`src/rtl/lift_pkg.sv`:
```
// Shared definitions for the lift controller slice.
// Holds the FSM state encoding, direction codes driven on dir_o,
// default parameter values and a small elaboration-time helper.
package lift_pkg;

    typedef enum logic [1:0] {
        IDLE      = 2'd0,
        MOVE_UP   = 2'd1,
        MOVE_DOWN = 2'd2,
        DOOR_OPEN = 2'd3
    } state_t;

    localparam logic [1:0] DIR_NONE = 2'b00;
    localparam logic [1:0] DIR_UP   = 2'b01;
    localparam logic [1:0] DIR_DOWN = 2'b10;

    localparam int DEF_NUM_FLOORS  = 8;
    localparam int DEF_MOVE_CYCLES = 4;
    localparam int DEF_DOOR_CYCLES = 3;

    function automatic int max_int(input int a, input int b);
        return (a > b) ? a : b;
    endfunction

endpackage

```
`src/rtl/lift_timer.sv`:
```
// Loadable down-counter shared by floor stepping and door dwell.
// Ports:
//   clk, rst_n  - clock, asynchronous active-low reset
//   load        - load load_val this cycle (wins over counting)
//   load_val    - reload value
//   zero        - count has reached zero (counter holds at zero)
module lift_timer #(
    parameter int W = 3
) (
    input  logic         clk,
    input  logic         rst_n,
    input  logic         load,
    input  logic [W-1:0] load_val,
    output logic         zero
);

    logic [W-1:0] cnt_q;

    always_ff @(posedge clk or negedge rst_n) begin
        if (!rst_n) begin
            cnt_q <= '0;
        end else if (load) begin
            cnt_q <= load_val;
        end else if (cnt_q != '0) begin
            cnt_q <= cnt_q - W'(1);
        end
    end

    assign zero = (cnt_q == '0);

endmodule

```
`src/rtl/lift_ctrl.sv`:
```
// Single-car lift controller using SCAN scheduling.
// Ports:
//   clk, rst_n   - clock, asynchronous active-low reset
//   car_req      - in-car floor buttons, one bit per floor
//   hall_req     - landing call buttons, one bit per floor
//   floor_o      - current car floor
//   dir_o        - 00 none, 01 up, 10 down
//   door_open_o  - door open indicator
//   busy_o       - controller not idle
//   pending_o    - registered outstanding-request mask
module lift_ctrl
    import lift_pkg::*;
#(
    parameter int NUM_FLOORS  = DEF_NUM_FLOORS,
    parameter int FLOOR_W     = $clog2(NUM_FLOORS),
    parameter int MOVE_CYCLES = DEF_MOVE_CYCLES,
    parameter int DOOR_CYCLES = DEF_DOOR_CYCLES
) (
    input  logic                  clk,
    input  logic                  rst_n,
    input  logic [NUM_FLOORS-1:0] car_req,
    input  logic [NUM_FLOORS-1:0] hall_req,
    output logic [FLOOR_W-1:0]    floor_o,
    output logic [1:0]            dir_o,
    output logic                  door_open_o,
    output logic                  busy_o,
    output logic [NUM_FLOORS-1:0] pending_o
);

    localparam int TMR_W = $clog2(max_int(MOVE_CYCLES, DOOR_CYCLES) + 1);
    localparam logic [TMR_W-1:0]   MOVE_LD   = TMR_W'(MOVE_CYCLES - 1);
    localparam logic [TMR_W-1:0]   DOOR_LD   = TMR_W'(DOOR_CYCLES - 1);
    localparam logic [FLOOR_W-1:0] TOP_FLOOR = FLOOR_W'(NUM_FLOORS - 1);

    state_t                  state_q, state_d;
    logic [FLOOR_W-1:0]      floor_q, floor_d, floor_up, floor_dn;
    logic [1:0]              dir_q, dir_d;
    logic [NUM_FLOORS-1:0]   pending_q, pending_d, pend_or;
    logic                    any_above, any_below;
    logic                    tmr_load, tmr_zero;
    logic [TMR_W-1:0]        tmr_val;

    lift_timer #(.W(TMR_W)) u_timer (
        .clk      (clk),
        .rst_n    (rst_n),
        .load     (tmr_load),
        .load_val (tmr_val),
        .zero     (tmr_zero)
    );

    always_ff @(posedge clk or negedge rst_n) begin
        if (!rst_n) begin
            state_q   <= IDLE;
            floor_q   <= '0;
            dir_q     <= DIR_NONE;
            pending_q <= '0;
        end else begin
            state_q   <= state_d;
            floor_q   <= floor_d;
            dir_q     <= dir_d;
            pending_q <= pending_d;
        end
    end

    // Decisions use this cycle's requests merged with the stored mask so a
    // request arriving on a step edge can still stop the car at the new floor.
    always_comb begin
        pend_or   = pending_q | car_req | hall_req;
        floor_up  = floor_q + FLOOR_W'(1);
        floor_dn  = floor_q - FLOOR_W'(1);
        any_above = 1'b0;
        any_below = 1'b0;
        for (int unsigned i = 0; i < NUM_FLOORS; i++) begin
            if (pend_or[i] && (FLOOR_W'(i) > floor_q)) any_above = 1'b1;
            if (pend_or[i] && (FLOOR_W'(i) < floor_q)) any_below = 1'b1;
        end
    end

    always_comb begin
        state_d  = state_q;
        floor_d  = floor_q;
        dir_d    = dir_q;
        tmr_load = 1'b0;
        tmr_val  = MOVE_LD;

        case (state_q)
            IDLE: begin
                dir_d = DIR_NONE;
                if (pend_or[floor_q]) begin
                    state_d  = DOOR_OPEN;
                    tmr_load = 1'b1;
                    tmr_val  = DOOR_LD;
                end else if (any_above) begin
                    state_d  = MOVE_UP;
                    dir_d    = DIR_UP;
                    tmr_load = 1'b1;
                end else if (any_below) begin
                    state_d  = MOVE_DOWN;
                    dir_d    = DIR_DOWN;
                    tmr_load = 1'b1;
                end
            end

            MOVE_UP: begin
                if (tmr_zero) begin
                    if (floor_q == TOP_FLOOR) begin
                        state_d = IDLE;
                        dir_d   = DIR_NONE;
                    end else begin
                        floor_d  = floor_up;
                        tmr_load = 1'b1;
                        if (pend_or[floor_up]) begin
                            state_d = DOOR_OPEN;
                            tmr_val = DOOR_LD;
                        end
                    end
                end
            end

            MOVE_DOWN: begin
                if (tmr_zero) begin
                    if (floor_q == '0) begin
                        state_d = IDLE;
                        dir_d   = DIR_NONE;
                    end else begin
                        floor_d  = floor_dn;
                        tmr_load = 1'b1;
                        if (pend_or[floor_dn]) begin
                            state_d = DOOR_OPEN;
                            tmr_val = DOOR_LD;
                        end
                    end
                end
            end

            DOOR_OPEN: begin
                // pending[floor] is held clear here, so a set bit means a
                // fresh button press at this landing.
                if (pend_or[floor_q]) begin
                    tmr_load = 1'b1;
                    tmr_val  = DOOR_LD;
                end else if (tmr_zero) begin
                    if ((dir_q != DIR_DOWN) && any_above) begin
                        state_d  = MOVE_UP;
                        dir_d    = DIR_UP;
                        tmr_load = 1'b1;
                    end else if (any_below) begin
                        state_d  = MOVE_DOWN;
                        dir_d    = DIR_DOWN;
                        tmr_load = 1'b1;
                    end else if (any_above) begin
                        state_d  = MOVE_UP;
                        dir_d    = DIR_UP;
                        tmr_load = 1'b1;
                    end else begin
                        state_d = IDLE;
                        dir_d   = DIR_NONE;
                    end
                end
            end

            default: state_d = IDLE;
        endcase

        pending_d = pend_or;
        if (state_d == DOOR_OPEN) pending_d[floor_d] = 1'b0;
    end

    always_comb begin
        case (state_q)
            MOVE_UP:   dir_o = DIR_UP;
            MOVE_DOWN: dir_o = DIR_DOWN;
            DOOR_OPEN: dir_o = dir_q;
            default:   dir_o = DIR_NONE;
        endcase
    end

    assign floor_o     = floor_q;
    assign door_open_o = (state_q == DOOR_OPEN);
    assign busy_o      = (state_q != IDLE);
    assign pending_o   = pending_q;

endmodule
```
`config.mk`:
```
export PLATFORM = sky130hd
export DESIGN_NAME = lift_ctrl
export DESIGN_NICKNAME = d
export VERILOG_FILES = /design/src/rtl/lift_pkg.sv /design/src/rtl/lift_timer.sv /design/src/rtl/lift_ctrl.sv
export SDC_FILE = /design/constraint.sdc
export NUM_CORES = 1
export LEC_CHECK = 0
export ABC_AREA = 1
export CORE_UTILIZATION = 40
export CTS_BUF_LIST = sky130_fd_sc_hd__clkbuf_2
export CTS_CLUSTER_SIZE = 40
export DETAILED_ROUTE_END_ITERATION = 8
export PLACE_DENSITY = 0.68
export SYNTH_ARGS = -nofsm -noshare
export SYNTH_HDL_FRONTEND = slang
export SYNTH_SLANG_ARGS = --single-unit
```
`constraint.sdc`:
```
create_clock -name clk -period 2.5 [get_ports clk]
set_input_delay 0.625 -clock clk [delete_from_list [all_inputs] [get_ports clk]]
set_output_delay 0.625 -clock clk [all_outputs]
set_load 0.02 [all_outputs]
```
## Word-level counts from Yosys, hierarchy flattened

Cells that the tools add are included.

- Add/sub/neg operators: 3
- Order comparisons: 21
- Equality and inequality tests: 12
- Multiplexer cells: 79
- Bitwise operators: 4
- Reductions and logical operators: 26

Operators by type and width:

| cell | count |
|---|---|
| 2-bit 2-to-1 mux | 22 |
| 1-bit 2-to-1 mux | 40 |
| 1-bit logical AND | 18 |
| 3-bit 2-to-1 mux | 6 |
| 3-bit by 4-bit less-than comparator with 1-bit output (second input constant) | 4 |
| 8-bit bitwise OR | 2 |
| 2-bit case mux with 4 select lines | 2 |
| 3-bit greater-than comparator (first input constant) | 4 |
| 3-bit less-than comparator (first input constant) | 4 |
| 2-bit inequality test (second input constant) | 6 |
| 1-bit binary-select mux with 3-bit select | 3 |
| 3-bit case mux with 3 select lines | 1 |
| 8-bit bitwise AND | 1 |
| 8-bit 2-to-1 mux | 1 |
| 8-bit NOT | 1 |
| 2-bit == test (second input constant) | 3 |
| 1-bit by 3-bit greater-than comparator with 1-bit output (first input constant) | 2 |
| 2-bit by 3-bit greater-than comparator with 1-bit output (first input constant) | 2 |
| 3-bit logical NOT | 2 |
| 1-bit by 3-bit less-than comparator with 1-bit output (first input constant) | 2 |
| 2-bit by 3-bit less-than comparator with 1-bit output (first input constant) | 2 |
| 2-bit case mux with 3 select lines | 1 |
| 3-bit case mux with 2 select lines | 1 |
| 6-bit AND reduction | 1 |
| other kinds (12) | 14 |

- Register bits after elaboration: 18
- Input port bits: 18
- Output and inout bits: 15
- Logic and storage cells: 150

## Logic depth before layout (Yosys ltp)

Gate-level depths: netlist (run 1).

- Depth in word-level cells: 19
- Mapped depth: 16
- Depth with buffers taken out: 16

## By module

Synthesis (run 1) repeated with hierarchy kept, for this count alone.

- Cell total of the unflattened synthesis: 314
- Area, all modules: 1975.6 um^2

Modules (own cells, without submodules):

| module | times used | cells each | area each (um^2) | sequential area each (um^2) |
|---|---|---|---|---|
| lift_ctrl | 1 | 282 | 1767.9 | 375.4 |
| lift_timer | 1 | 32 | 207.7 | 75.1 |

## Worst setup path before layout (run 1)

OpenSTA, ideal clock, no wires.

- Path kind: reg-to-reg
- From: register floor_q[1], in the netlist floor_o[1]
- To: register pending_q[0], in the netlist pending_o[0]
- Setup time: 123 ps
- Data arrival time: 1969 ps
- Data required time: 2377 ps
- Setup slack: 408 ps
- Stages on the path, launching flop included: 14
- Path buffers: 0
- Clock period less this slack: 2092 ps
- Cell sequence: dfrtp_1 > ha_1 > ha_1 > nor2_1 > nor2_1 > nand2_1 > nor2_2 > nand2_1 > nand2_1 > nand2_1 > nand4_1 > nand2_4 > o21ai_0 > nand2_1

- Longest elaborated chain between the ends: 18
- Elaborated cells between the ends (all ways): 88
- Classes of those cells: add/sub (2); order compare (18); eq/ne (2); mux (45); bitwise (2); reduce/logical (19)

RTL lines:

| what | RTL line | source |
|---|---|---|
| start: declaration | lift_ctrl.sv:36 | `logic [FLOOR_W-1:0] floor_q, floor_d, floor_up, floor_dn;` |
| start signal: assignment | lift_ctrl.sv:59 | `floor_q <= floor_d;` |
| 1-bit by 3-bit greater-than comparator with 1-bit output | lift_ctrl.sv:74 | `if (pend_or[i] && (FLOOR_W'(i) > floor_q)) any_above = 1'b1;` |
| 1-bit logical AND | lift_ctrl.sv:74 |  |
| 1-bit 2-to-1 mux (8 in a row) | lift_ctrl.sv:74 |  |
| 1-bit 2-to-1 mux | lift_ctrl.sv:151 | `end else if (any_above) begin` |
| 2-bit 2-to-1 mux | lift_ctrl.sv:147 | `end else if (any_below) begin` |
| 2-bit 2-to-1 mux | lift_ctrl.sv:143 | `if ((dir_q != DIR_DOWN) && any_above) begin` |
| 2-bit 2-to-1 mux | lift_ctrl.sv:142 | `end else if (tmr_zero) begin` |
| 2-bit 2-to-1 mux | lift_ctrl.sv:139 | `if (pend_or[floor_q]) begin` |
| 2-bit case mux with 4 select lines | lift_ctrl.sv:86 | `case (state_q)` |
| 2-bit == test | lift_ctrl.sv:166 | `if (state_d == DOOR_OPEN) pending_d[floor_d] = 1'b0;` |
| 8-bit 2-to-1 mux * | lift_ctrl.sv:166 |  |
| named net pending_d[0] | lift_ctrl.sv:38 | `logic [NUM_FLOORS-1:0] pending_q, pending_d, pend_or;` |
| end signal: assignment | lift_ctrl.sv:61 | `pending_q <= pending_d;` |
| end: declaration | lift_ctrl.sv:38 |  |

Mark *: on every way through the listed nets, which the timed path passes. The rest lies on a longest branch. The select of a mux whose other input is x is not followed.
A chain may end at the register's enable or synchronous reset.

## Worst setup path in the final report (run 1)

- From: register state_q[1]
- To: output port busy_o

- Longest elaborated chain between the ends: 1

RTL lines:

| what | RTL line | source |
|---|---|---|
| start: declaration | lift_ctrl.sv:35 | `state_t state_q, state_d;` |
| start signal: assignment | lift_ctrl.sv:58 | `state_q <= state_d;` |
| 2-bit nonzero test | lift_ctrl.sv:180 | `assign busy_o = (state_q != IDLE);` |
| end: declaration | lift_ctrl.sv:26 | `output logic busy_o,` |

No other way between the ends.

==> results of run 1 <==
Yosys cell counts, drive strengths merged:
master	n	share of area
clkbuf	1	0.0020
o22ai	1	0.0034
nor2	37	0.085
o21ai	21	0.056
a211oi	1	0.0040
nand4	3	0.010
mux2	1	0.0060
nand2	100	0.21
xnor2	2	0.0094
ha	14	0.094
nand3b	1	0.0040
o31ai	3	0.012
buf	2	0.0081
o21a	2	0.0081
a31oi	2	0.0067
o211ai	3	0.012
nand3	38	0.10
dfrtp	18	0.24
nor3	3	0.0081
inv	52	0.10
a21oi	3	0.0081
sequential cells by signal, summed over array words and instances (netlist names):
| name | flops |
|---|---|
| floor_o | 3 |
| pending_o | 8 |
| u_timer.cnt_q | 3 |
| state_q | 2 |
| dir_q | 2 |
worst max-delay path: cells and delay by family, from the launching register on:
kind / cells / cell delay, ns
buf+inv: 4 / 0.84
flops: 1 / 0.42
fa+ha+maj: 1 / 0.17
metrics by stage:
| step | setup WS, ns | area (µm²) |
|---|---|---|
| 2_1_floorplan | 0.408 | 1860 |
| 3_3_place_gp | -0.211 | 2420 |
| 3_5_place_dp | -0.218 | 2420 |
| 4_1_cts | 0.00718 | 2440 |
| 5_1_grt | -0.0205 | 2490 |
| 6_report | 0.107 | 2490 |
cell type report:
cell class,count,area share
Clock buffer,3,0.00603
Clock inverter,1,0.00151
Inverter,52,0.0784
Multi-Input combinational cell,235,0.489
Sequential cell,18,0.182
Tap cell,52,0.0261
Timing Repair Buffer,61,0.217
how the worst max path moves through the flow:
| stage | start | end | depth (start not counted) |
|---|---|---|---|
| 4_1_cts | state_q[1] | dir_o[0] | 4 |
| 2_1_floorplan | floor_o[1] | pending_o[0] | 13 |
| 6_report | state_q[1] | busy_o | 5 |
| 3_5_place_dp | car_req[0] | pending_o[0] | 14 |
| 5_1_grt | car_req[2] | pending_o[2] | 15 |
| 3_3_place_gp | car_req[0] | pending_o[5] | 13 |
logic make-up after synthesis:
family / synth area share
AND/OR/NAND/NOR: 0.423
buffers and inverters: 0.115
AO/OA/AOI/OAI: 0.111
flip-flops: 0.242
adder cells (fa/ha/maj): 0.0941
XOR/XNOR: 0.00941
multiplexers: 0.00605
power groups by stage:
stage               Sequential, W  Combinational, W  Clock [W]
floorplan                0.000581           0.00134          0
global route             0.000509           0.00247   0.000154
detailed placement       0.000523           0.00210          0
finish                   0.000500           0.00220   0.000141
CTS                      0.000520           0.00211   0.000143
global placement         0.000521           0.00208          0
per-layer routing:
metal	routed length [µm]	part of all wire	vias to the layer above	track usage
met2	2480	0.46	57	0.353
met4	65	0.012	0	0.0578
met5	0	0	-	0
li1	-	-	1098	-
met1	2530	0.47	986	0.327
met3	284	0.053	7	0.0188
repair_timing:
item / CTS / global route
hold buffers: 0 / 0
setup endpoints to repair: 4 / 12
setup buffers: 0 / 4
resized for setup: 2 / 9
gates cloned: 0 / 0
pin swaps: 0 / 0
==> impl_metrics.prom, run 1 <==
# TYPE chip_impl_metric gauge
chip_impl_metric{name="boundaryPins",unit=""} 33
chip_impl_metric{name="post_synthesis_cell_area",unit="µm²"} 1860
chip_impl_info{name="clk_root_buffer_cell",value="sky130_fd_sc_hd__clkbuf_2"} 1
chip_impl_metric{name="area_growth_syn_to_layout",unit="%"} 33.8
chip_impl_metric{name="pwr-share-clk",unit=""} 0.049
chip_impl_metric{name="via_to_cell_ratio",unit=""} 5.09
chip_impl_metric{name="first_global_vias",unit=""} 1906
chip_impl_metric{name="grtUsageTotal",unit=""} 0.224
chip_impl_metric{name="finalNetCount",unit=""} 403
chip_impl_metric{name="area_used_by_multi_input_combinational_logic",unit="µm²"} 1220
chip_impl_metric{name="place_hpwl",unit="mm"} 4.25
chip_impl_metric{name="timing.critical_path.required",unit="ns"} 1.88
chip_impl_info{name="timing.rr.end",value="pending_o[3]"} 1
chip_impl_metric{name="postSynthAreaPerCell",unit="µm²"} 6.04
chip_impl_metric{name="clk_pin_slew_worst_paths",unit="ns"} 0.20
chip_impl_metric{name="fin_util",unit=""} 0.564
chip_impl_metric{name="drtIter0Drc",unit=""} 149
chip_impl_metric{name="seqCellArea",unit="µm²"} 453
chip_impl_metric{name="finalWeightedCongestion",unit=""} 1.04
chip_impl_metric{name="post-layout-total-power",unit="W"} 0.00284
chip_impl_metric{name="comb_power_share",unit=""} 0.775
chip_impl_metric{name="arrival",unit="ns"} 1.77
chip_impl_metric{name="clock-skew-final",unit="ns"} 0.0116
chip_impl_metric{name="final_hold_viol_count",unit=""} 0
chip_impl_metric{name="worstHoldPathCells",unit=""} 2
chip_impl_info{name="holdCritPathClass",value="flip-flop to flip-flop"} 1
chip_impl_metric{name="power.leakage",unit="nW"} 1.36
chip_impl_metric{name="clock_path_buffers",unit=""} 2
chip_impl_metric{name="period_share",unit=""} 0.957
chip_impl_metric{name="cell_internal_power",unit="W"} 0.00131
chip_impl_metric{name="postRouteWirelength",unit="mm"} 5.36
chip_impl_metric{name="maxClockFrequency",unit="MHz"} 418
chip_impl_metric{name="die_area",unit="µm²"} 4930
chip_impl_metric{name="number_of_antenna_violations_at_the_first_check_in_global_routing",unit=""} 0
chip_impl_metric{name="overflow",unit=""} 0
chip_impl_metric{name="power_density",unit="nW/µm²"} 1140
chip_impl_metric{name="reg2reg_depth",unit=""} 16
chip_impl_metric{name="numCtsBuffers",unit=""} 3
chip_impl_metric{name="max_h_tree_level",unit=""} 1
chip_impl_metric{name="floorplan.die.width",unit="µm"} 70.2
chip_impl_metric{name="nFillCells",unit=""} 441
chip_impl_info{name="cp_cell_sequence",value="buf_4 -> inv_1 -> ha_1 -> inv_1 -> clkdlybuf4s50_1"} 1
chip_impl_metric{name="synth_cell_type_count",unit=""} 28
chip_impl_metric{name="setup.reg_to_reg.worst_slack",unit="ns"} 0.23
chip_impl_metric{name="seqPwrFrac",unit=""} 0.176
chip_impl_info{name="setup.worst_path.start_class",value="flip-flop"} 1
chip_impl_metric{name="synth-seq-area-share",unit=""} 0.242
chip_impl_metric{name="syn-num-nets",unit=""} 340
chip_impl_metric{name="slew-limit-headroom",unit=""} 0.812
chip_impl_metric{name="worstPathMaxFanout",unit=""} 5
chip_impl_metric{name="grt_start_max_net_pins",unit=""} 19
chip_impl_metric{name="switching_share",unit=""} 0.540
chip_impl_metric{name="antenna-diode-count",unit=""} 0
chip_impl_info{name="tritoncts_clock_tree",value="yes"} 1
chip_impl_metric{name="synth-seq-cells",unit=""} 18
chip_impl_metric{name="fraction_of_layout_instances_using_a_drive_strength_above_1",unit=""} 0.135
chip_impl_metric{name="detail_route.wl_per_cell",unit="µm"} 12.7
chip_impl_metric{name="final.setup.tns",unit="ns"} 0
chip_impl_info{name="critical_path.most_common_cell",value="sky130_fd_sc_hd__inv_1"} 1
chip_impl_metric{name="die-height",unit="µm"} 70.2
chip_impl_metric{name="finish.cell_count_without_fillers",unit=""} 422
chip_impl_metric{name="cap_viol_max_count",unit=""} 0
chip_impl_metric{name="numPortBuffers",unit=""} 32
chip_impl_metric{name="clock_latency",unit="ns"} 0.34
chip_impl_metric{name="floorplan.initialDensity",unit=""} 0.422
chip_impl_info{name="worstHoldStart",value="u_timer.cnt_q[1]"} 1
chip_impl_metric{name="route.detailed.drc",unit=""} 0
chip_impl_metric{name="fin_hold_ws",unit="ns"} 0.543
chip_impl_metric{name="final_antenna_net_count",unit=""} 0
chip_impl_metric{name="total_via_count_in_the_routed_design",unit=""} 2148
chip_impl_metric{name="finalSetupViolCount",unit=""} 0
chip_impl_metric{name="vdd.ir_drop.worst",unit="mV"} 0.584
chip_impl_info{name="worst_setup_path_end_kind",value="output pin"} 1
chip_impl_metric{name="core_region_area",unit="µm²"} 4410
chip_impl_metric{name="synthesis.yosys.warnings",unit=""} 0
chip_impl_metric{name="switching_power",unit="W"} 0.00154
chip_impl_info{name="whs_endpoint",value="u_timer.cnt_q[1]"} 1
chip_impl_metric{name="max_slew.worst_pin.slew",unit="ns"} 0.280
chip_impl_metric{name="clock_sink_count",unit=""} 18
chip_impl_metric{name="global_route_wire_length_before_repair",unit="mm"} 8.80
chip_impl_info{name="setup.worst_path.class",value="flip-flop to output pin"} 1
chip_impl_metric{name="number_of_instances_in_the_synthesized_netlist",unit=""} 308
chip_impl_metric{name="timing_max_transition_violations_final",unit=""} 0
chip_impl_metric{name="fin_crit",unit="ns"} 2.39
chip_impl_info{name="commonest_non_fill_non_tap_cell_in_the_layout",value="sky130_fd_sc_hd__nand2_1"} 1
chip_impl_metric{name="drt_pre_antenna_iters",unit=""} 4
chip_impl_metric{name="fp-row-count",unit=""} 24
chip_impl_info{name="worst_path_max_delay_cell",value="sky130_fd_sc_hd__clkdlybuf4s50_1"} 1
chip_impl_metric{name="placed_cells_incl_taps",unit=""} 414
chip_impl_info{name="status",value="completed"} 1
chip_impl_info{name="final_cell_mix",value="sky130_fd_sc_hd__nand2_1, sky130_fd_sc_hd__inv_1, sky130_fd_sc_hd__nand3_1"} 1
chip_impl_metric{name="timing.critical_path.slowest_cell_delay",unit="ns"} 0.58
chip_impl_info{name="worstReg2RegStart",value="floor_o[0]"} 1
Power figures use the tool's default switching activity.
==> run 2: changes to the inputs <==
DONT_BUFFER_PORTS = 1   (was default)
PLACE_DENSITY = 0.59   (was 0.68)
==> run 2 against run 1 <==
Sequential power is 18% higher. Flip-flop and latch count stayed put. Maximum frequency is 0.92% higher. Sequential share of layout area is 4.4 points higher.
==> impl_metrics.prom, run 2 (synthesized netlist as in run 1, its figures left out) <==
# TYPE chip_impl_metric gauge
chip_impl_metric{name="worstPathMaxFanout",unit=""} 9
chip_impl_metric{name="arrival",unit="ns"} 1.75
chip_impl_metric{name="final_cell_area",unit="µm²"} 2010
chip_impl_metric{name="via_to_cell_ratio",unit=""} 5.25
chip_impl_metric{name="numPortBuffers",unit=""} 0
chip_impl_metric{name="drtIter0Drc",unit=""} 95
chip_impl_info{name="worst_setup_path_end_kind",value="output pin"} 1
chip_impl_metric{name="fin_crit",unit="ns"} 2.37
chip_impl_info{name="holdCritPathClass",value="input port to flip-flop"} 1
chip_impl_metric{name="power_density",unit="nW/µm²"} 1250
chip_impl_info{name="final_cell_mix",value="sky130_fd_sc_hd__nand2_1, sky130_fd_sc_hd__inv_1, sky130_fd_sc_hd__nand3_1"} 1
chip_impl_metric{name="fraction_of_layout_instances_using_a_drive_strength_above_1",unit=""} 0.0820
chip_impl_metric{name="floorplan.initialDensity",unit=""} 0.422
chip_impl_info{name="clk_root_buffer_cell",value="sky130_fd_sc_hd__clkbuf_2"} 1
chip_impl_metric{name="maxClockFrequency",unit="MHz"} 422
chip_impl_metric{name="final.setup.tns",unit="ns"} 0
chip_impl_metric{name="boundaryPins",unit=""} 33
chip_impl_metric{name="postRouteWirelength",unit="mm"} 5.08
chip_impl_info{name="setup.worst_path.class",value="flip-flop to output pin"} 1
chip_impl_metric{name="place_hpwl",unit="mm"} 4.01
chip_impl_metric{name="final_antenna_net_count",unit=""} 0
chip_impl_metric{name="route.detailed.drc",unit=""} 0
chip_impl_metric{name="floorplan.die.width",unit="µm"} 70.2
chip_impl_metric{name="first_global_vias",unit=""} 1770
chip_impl_info{name="worst_path_max_delay_cell",value="sky130_fd_sc_hd__dfrtp_1"} 1
chip_impl_metric{name="clock_sink_count",unit=""} 18
chip_impl_metric{name="vdd.ir_drop.worst",unit="mV"} 0.565
chip_impl_metric{name="global_route_wire_length_before_repair",unit="mm"} 8.63
chip_impl_metric{name="numCtsBuffers",unit=""} 3
chip_impl_metric{name="overflow",unit=""} 0
chip_impl_metric{name="fp-row-count",unit=""} 24
chip_impl_metric{name="power.leakage",unit="nW"} 1.11
chip_impl_metric{name="placedInstanceArea",unit="µm²"} 1960
chip_impl_metric{name="area_growth_syn_to_layout",unit="%"} 7.73
chip_impl_metric{name="slew-limit-headroom",unit=""} 0.426
chip_impl_metric{name="clock-skew-final",unit="ns"} 0.0334
chip_impl_metric{name="max_h_tree_level",unit=""} 1
chip_impl_metric{name="clock_path_buffers",unit=""} 2
chip_impl_metric{name="clock_latency",unit="ns"} 0.36
chip_impl_info{name="cp_cell_sequence",value="ha_2 -> nand2_1 -> a21oi_1"} 1
chip_impl_metric{name="antenna-diode-count",unit=""} 0
chip_impl_metric{name="grt_start_max_net_pins",unit=""} 19
chip_impl_info{name="commonest_non_fill_non_tap_cell_in_the_layout",value="sky130_fd_sc_hd__nand2_1"} 1
chip_impl_metric{name="grtUsageTotal",unit=""} 0.220
chip_impl_metric{name="number_of_antenna_violations_at_the_first_check_in_global_routing",unit=""} 0
chip_impl_info{name="tritoncts_clock_tree",value="yes"} 1
chip_impl_metric{name="finalWeightedCongestion",unit=""} 1.05
chip_impl_info{name="status",value="completed"} 1
chip_impl_info{name="rsz_0062_raised_after_global_routing",value="true"} 1
chip_impl_metric{name="max_slew.worst_pin.slew",unit="ns"} 0.858
chip_impl_metric{name="core_region_area",unit="µm²"} 4410
chip_impl_metric{name="detail_route.wl_per_cell",unit="µm"} 13.8
chip_impl_metric{name="clk_pin_slew_worst_paths",unit="ns"} 0.24
chip_impl_metric{name="timing_max_transition_violations_final",unit=""} 0
chip_impl_metric{name="die_area",unit="µm²"} 4930
chip_impl_metric{name="period_share",unit=""} 0.949
chip_impl_metric{name="final_hold_viol_count",unit=""} 0
chip_impl_metric{name="finalNetCount",unit=""} 350
chip_impl_metric{name="timing.critical_path.slowest_cell_delay",unit="ns"} 0.55
chip_impl_info{name="setup.worst_path.start_class",value="flip-flop"} 1
chip_impl_metric{name="drt_pre_antenna_iters",unit=""} 4
chip_impl_metric{name="die-height",unit="µm"} 70.2
chip_impl_metric{name="largest_register_ff_count",unit=""} 8
chip_impl_metric{name="timing.critical_path.required",unit="ns"} 1.88
chip_impl_metric{name="cap_viol_max_count",unit=""} 0
chip_impl_metric{name="total_via_count_in_the_routed_design",unit=""} 1938
chip_impl_metric{name="finalSetupViolCount",unit=""} 0
## run 2: changes by cell type in the layout (fill, tap and decap cells not counted), sizes merged
| cell | delta |
|---|---|
| dlymetal6s2s | -1 |
| clkdlybuf4s50 | -31 |
| buf | -22 |
| dlygate4sd3 | +1 |
## run 2: per-layer routing
metal / GRT usage / share of wire / vias to the layer above
li1: - / - / 1000
met1: 0.315 / 0.49 / 877
met2: 0.340 / 0.44 / 55
met3: 0.0462 / 0.053 / 6
met4: 0.0467 / 0.012 / 0
met5: 0 / 0 / -
## run 2: final cells by class
class	instances	area (µm²)
tap	52	65.1
inverter	52	195
clock buffer	3	15.0
multi-input combinational	235	1210
fill	474	2410
sequential	18	453
clock inverter	1	3.75
timing repair buffer	8	62.6
## run 2: final timing paths
path                                  startpoint          endpoint  slack, ns  cells after the start
worst max-delay path                  state_q[0]          dir_o[1]       0.13                      3
min in group asynchronous                  rst_n  u_timer.cnt_q[2]       0.77                      1
worst min-delay path                 hall_req[1]      pending_o[1]       0.54                      4
worst max register to register        floor_o[0]      pending_o[0]       0.20                     14
max in group asynchronous                  rst_n        state_q[1]       1.10                      1
worst min register to register  u_timer.cnt_q[1]  u_timer.cnt_q[1]       0.55                      2
## run 2: repair_timing
action / CTS / global route
endpoints found under the setup margin: 2 / 10
buffers inserted: 0 / 0
hold endpoints to repair: 18 / 0
pin swaps: 0 / 0
resized for setup: 1 / 6
hold buffers: 1 / 0
## run 2: critical path, delay by kind of cell (launching register included)
kind                     cells  cell delay, ns
AND/OR/NAND/NOR              1            0.09
flip-flops                   1            0.55
AO/OA/AOI/OAI                1            0.38
adder cells (fa/ha/maj)      1            0.40
## run 2: through the flow
step	setup slack, ns	std cells	hold slack (ns)	total power, W	utilization
6_report	0.129	369	0.541	0.00251	0.454
5_1_grt	-0.0112	369	0.554	0.00279	0.454
4_1_cts	0.0894	369	0.556	0.00249	0.451
3_5_place_dp	0.192	364	0.330	0.00232	0.444
3_3_place_gp	0.196	364	0.330	0.00233	0.444
2_1_floorplan	0.408	308	0.329	0.00192	-
## run 2: power breakdown
group / switching [W] / internal (W) / total (W)
sequential: 0.000175 / 0.000414 / 0.000589
combinational: 0.00119 / 0.000581 / 0.00177
clock: 0.000116 / 0.0000348 / 0.000151
==> run 3: changes to the inputs <==
SKIP_CTS_REPAIR_TIMING = 1   (was default)
SLEW_MARGIN = 20   (was default)
==> run 3 against run 2 <==
Clock power barely moved. Critical path depth did not move. Design area did not move. Non-clock buffer count did not move. Flip-flop and latch count did not move. Maximum frequency barely moved. Core utilization did not move. Largest cell class unchanged. Final cell count did not move. Count of clock-buffer cells in the layout did not move. Global-route usage barely moved. Sequential power barely moved. Critical endpoint unchanged.
==> impl_metrics.prom, run 3 (synthesized netlist as in run 1, its figures left out) <==
# TYPE chip_impl_metric gauge
chip_impl_metric{name="detail_route.wl_per_cell",unit="µm"} 13.7
chip_impl_metric{name="total_via_count_in_the_routed_design",unit=""} 1920
chip_impl_metric{name="first_global_vias",unit=""} 1764
chip_impl_metric{name="period_share",unit=""} 0.949
chip_impl_metric{name="drtIter0Drc",unit=""} 104
chip_impl_metric{name="worstPathMaxFanout",unit=""} 9
chip_impl_info{name="rsz_0062_raised_after_global_routing",value="true"} 1
chip_impl_metric{name="power_density",unit="nW/µm²"} 1260
chip_impl_info{name="final_cell_mix",value="sky130_fd_sc_hd__nand2_1, sky130_fd_sc_hd__inv_1, sky130_fd_sc_hd__nand3_1"} 1
chip_impl_info{name="setup.worst_path.class",value="flip-flop to output pin"} 1
chip_impl_metric{name="final_hold_viol_count",unit=""} 0
chip_impl_info{name="status",value="completed"} 1
chip_impl_metric{name="slew-limit-headroom",unit=""} 0.434
chip_impl_metric{name="cell_internal_power",unit="W"} 0.00103
chip_impl_metric{name="finalSetupViolCount",unit=""} 0
chip_impl_metric{name="die-height",unit="µm"} 70.2
chip_impl_metric{name="area_growth_syn_to_layout",unit="%"} 7.73
chip_impl_metric{name="route.detailed.drc",unit=""} 0
chip_impl_metric{name="grt_start_max_net_pins",unit=""} 19
chip_impl_metric{name="boundaryPins",unit=""} 33
chip_impl_metric{name="die_area",unit="µm²"} 4930
chip_impl_metric{name="numPortBuffers",unit=""} 0
chip_impl_metric{name="numCtsBuffers",unit=""} 3
chip_impl_metric{name="antenna-diode-count",unit=""} 0
chip_impl_metric{name="comb_power_share",unit=""} 0.706
chip_impl_info{name="setup.worst_path.start_class",value="flip-flop"} 1
chip_impl_metric{name="finalNetCount",unit=""} 350
chip_impl_metric{name="power.leakage",unit="nW"} 1.11
chip_impl_metric{name="grtUsageTotal",unit=""} 0.220
chip_impl_metric{name="final_antenna_net_count",unit=""} 0
chip_impl_info{name="cp_cell_sequence",value="ha_2 -> nand2_1 -> a21oi_1"} 1
chip_impl_metric{name="area_used_by_multi_input_combinational_logic",unit="µm²"} 1210
chip_impl_metric{name="max_slew.worst_pin.slew",unit="ns"} 0.847
chip_impl_metric{name="place_hpwl",unit="mm"} 4.01
chip_impl_metric{name="clk_pin_slew_worst_paths",unit="ns"} 0.24
chip_impl_metric{name="switching_share",unit=""} 0.591
chip_impl_metric{name="switching_power",unit="W"} 0.00149
chip_impl_metric{name="drt_pre_antenna_iters",unit=""} 4
chip_impl_metric{name="via_to_cell_ratio",unit=""} 5.20
chip_impl_metric{name="vdd.ir_drop.worst",unit="mV"} 0.567
chip_impl_metric{name="arrival",unit="ns"} 1.75
chip_impl_metric{name="overflow",unit=""} 0
chip_impl_metric{name="clock-skew-final",unit="ns"} 0.0357
chip_impl_metric{name="timing.critical_path.required",unit="ns"} 1.88
chip_impl_metric{name="nFillCells",unit=""} 477
chip_impl_metric{name="floorplan.initialDensity",unit=""} 0.422
chip_impl_info{name="crit_family",value="flip-flops"} 1
chip_impl_metric{name="fp-row-count",unit=""} 24
chip_impl_metric{name="timing.critical_path.slowest_cell_delay",unit="ns"} 0.55
chip_impl_metric{name="postRouteWirelength",unit="mm"} 5.07
chip_impl_metric{name="seqCellArea",unit="µm²"} 453
chip_impl_metric{name="number_of_antenna_violations_at_the_first_check_in_global_routing",unit=""} 0
chip_impl_metric{name="cap_viol_max_count",unit=""} 0
chip_impl_metric{name="global_route_wire_length_before_repair",unit="mm"} 8.62
chip_impl_metric{name="timing_max_transition_violations_final",unit=""} 0
chip_impl_metric{name="max_h_tree_level",unit=""} 1
chip_impl_metric{name="finalWeightedCongestion",unit=""} 1.05
chip_impl_metric{name="setup.reg_to_reg.worst_slack",unit="ns"} 0.19
chip_impl_metric{name="clock_sink_count",unit=""} 18
chip_impl_metric{name="clock_path_buffers",unit=""} 2
chip_impl_metric{name="floorplan.die.width",unit="µm"} 70.2
chip_impl_metric{name="largest_register_ff_count",unit=""} 8
chip_impl_metric{name="fraction_of_layout_instances_using_a_drive_strength_above_1",unit=""} 0.0820
chip_impl_metric{name="pwr-share-clk",unit=""} 0.060
chip_impl_metric{name="final.setup.tns",unit="ns"} 0
chip_impl_info{name="holdCritPathClass",value="input port to flip-flop"} 1
chip_impl_metric{name="maxClockFrequency",unit="MHz"} 421
chip_impl_metric{name="fin_hold_ws",unit="ns"} 0.538
chip_impl_metric{name="crit_buf_inv",unit=""} 0
chip_impl_metric{name="seqPwrFrac",unit=""} 0.234
chip_impl_info{name="clk_root_buffer_cell",value="sky130_fd_sc_hd__clkbuf_2"} 1
chip_impl_metric{name="fin_crit",unit="ns"} 2.37
chip_impl_metric{name="core_region_area",unit="µm²"} 4410
chip_impl_info{name="commonest_non_fill_non_tap_cell_in_the_layout",value="sky130_fd_sc_hd__nand2_1"} 1
chip_impl_info{name="worst_path_max_delay_cell",value="sky130_fd_sc_hd__dfrtp_1"} 1
chip_impl_metric{name="clock_latency",unit="ns"} 0.36
chip_impl_info{name="tritoncts_clock_tree",value="yes"} 1
chip_impl_info{name="worst_setup_path_end_kind",value="output pin"} 1
## run 3: power by group through the flow
stage	combinational (W)	sequential [W]	clock [W]
floorplan	0.00134	0.000581	0
global placement	0.00174	0.000590	0
detailed placement	0.00173	0.000591	0
CTS	0.00174	0.000585	0.000153
global route	0.00201	0.000609	0.000169
finish	0.00178	0.000589	0.000151
## run 3: final timing paths
| kind | cells after the start | startpoint | to |
|---|---|---|---|
| worst min register to register | 2 | u_timer.cnt_q[1] | u_timer.cnt_q[1] |
| worst min-delay path | 4 | hall_req[1] | pending_o[1] |
| worst max register to register | 14 | floor_o[0] | pending_o[0] |
| min in group asynchronous | 1 | rst_n | u_timer.cnt_q[2] |
| worst max-delay path | 3 | state_q[0] | dir_o[1] |
| max in group asynchronous | 1 | rst_n | state_q[1] |
## run 3: cell type report
type | instances | share of cell area
multi-input combinational | 235 | 0.604
sequential | 18 | 0.226
inverter | 52 | 0.0973
tap | 52 | 0.0324
timing repair buffer | 8 | 0.0312
clock buffer | 3 | 0.00749
clock inverter | 1 | 0.00187
## run 3: stage by stage
step,area (µm²),total power [W],cells,util,setup slack (ns)
CTS,1980,0.00248,368,0.448,-0.0453
finish,2010,0.00252,369,0.454,0.127
global placement,1960,0.00233,364,0.444,0.196
floorplan,1860,0.00192,308,-,0.408
global route,2010,0.00279,369,0.454,-0.0112
detailed placement,1960,0.00232,364,0.444,0.192
## run 3: per-layer routing
| metal | track usage | vias up | part of all wire |
|---|---|---|---|
| met5 | 0 | - | 0 |
| met2 | 0.338 | 58 | 0.44 |
| met3 | 0.0462 | 6 | 0.059 |
| met1 | 0.316 | 859 | 0.49 |
| li1 | - | 997 | - |
| met4 | 0.0467 | 0 | 0.012 |
## run 3: worst reg2reg max path, cell delays in order, from the launching register on
cell	delay, ns
sky130_fd_sc_hd__dfrtp_2	0.48
sky130_fd_sc_hd__buf_4	0.23
sky130_fd_sc_hd__ha_1	0.17
sky130_fd_sc_hd__nand2_1	0.05
sky130_fd_sc_hd__nand2_1	0.06
sky130_fd_sc_hd__nand2_1	0.04
sky130_fd_sc_hd__o21ai_1	0.10
sky130_fd_sc_hd__nand3_1	0.21
sky130_fd_sc_hd__a21oi_1	0.22
sky130_fd_sc_hd__nand2_1	0.08
sky130_fd_sc_hd__nand4_1	0.13
sky130_fd_sc_hd__nand2_4	0.14
sky130_fd_sc_hd__nor2_8	0.19
sky130_fd_sc_hd__nand2_1	0.08
sky130_fd_sc_hd__nand2_1	0.07
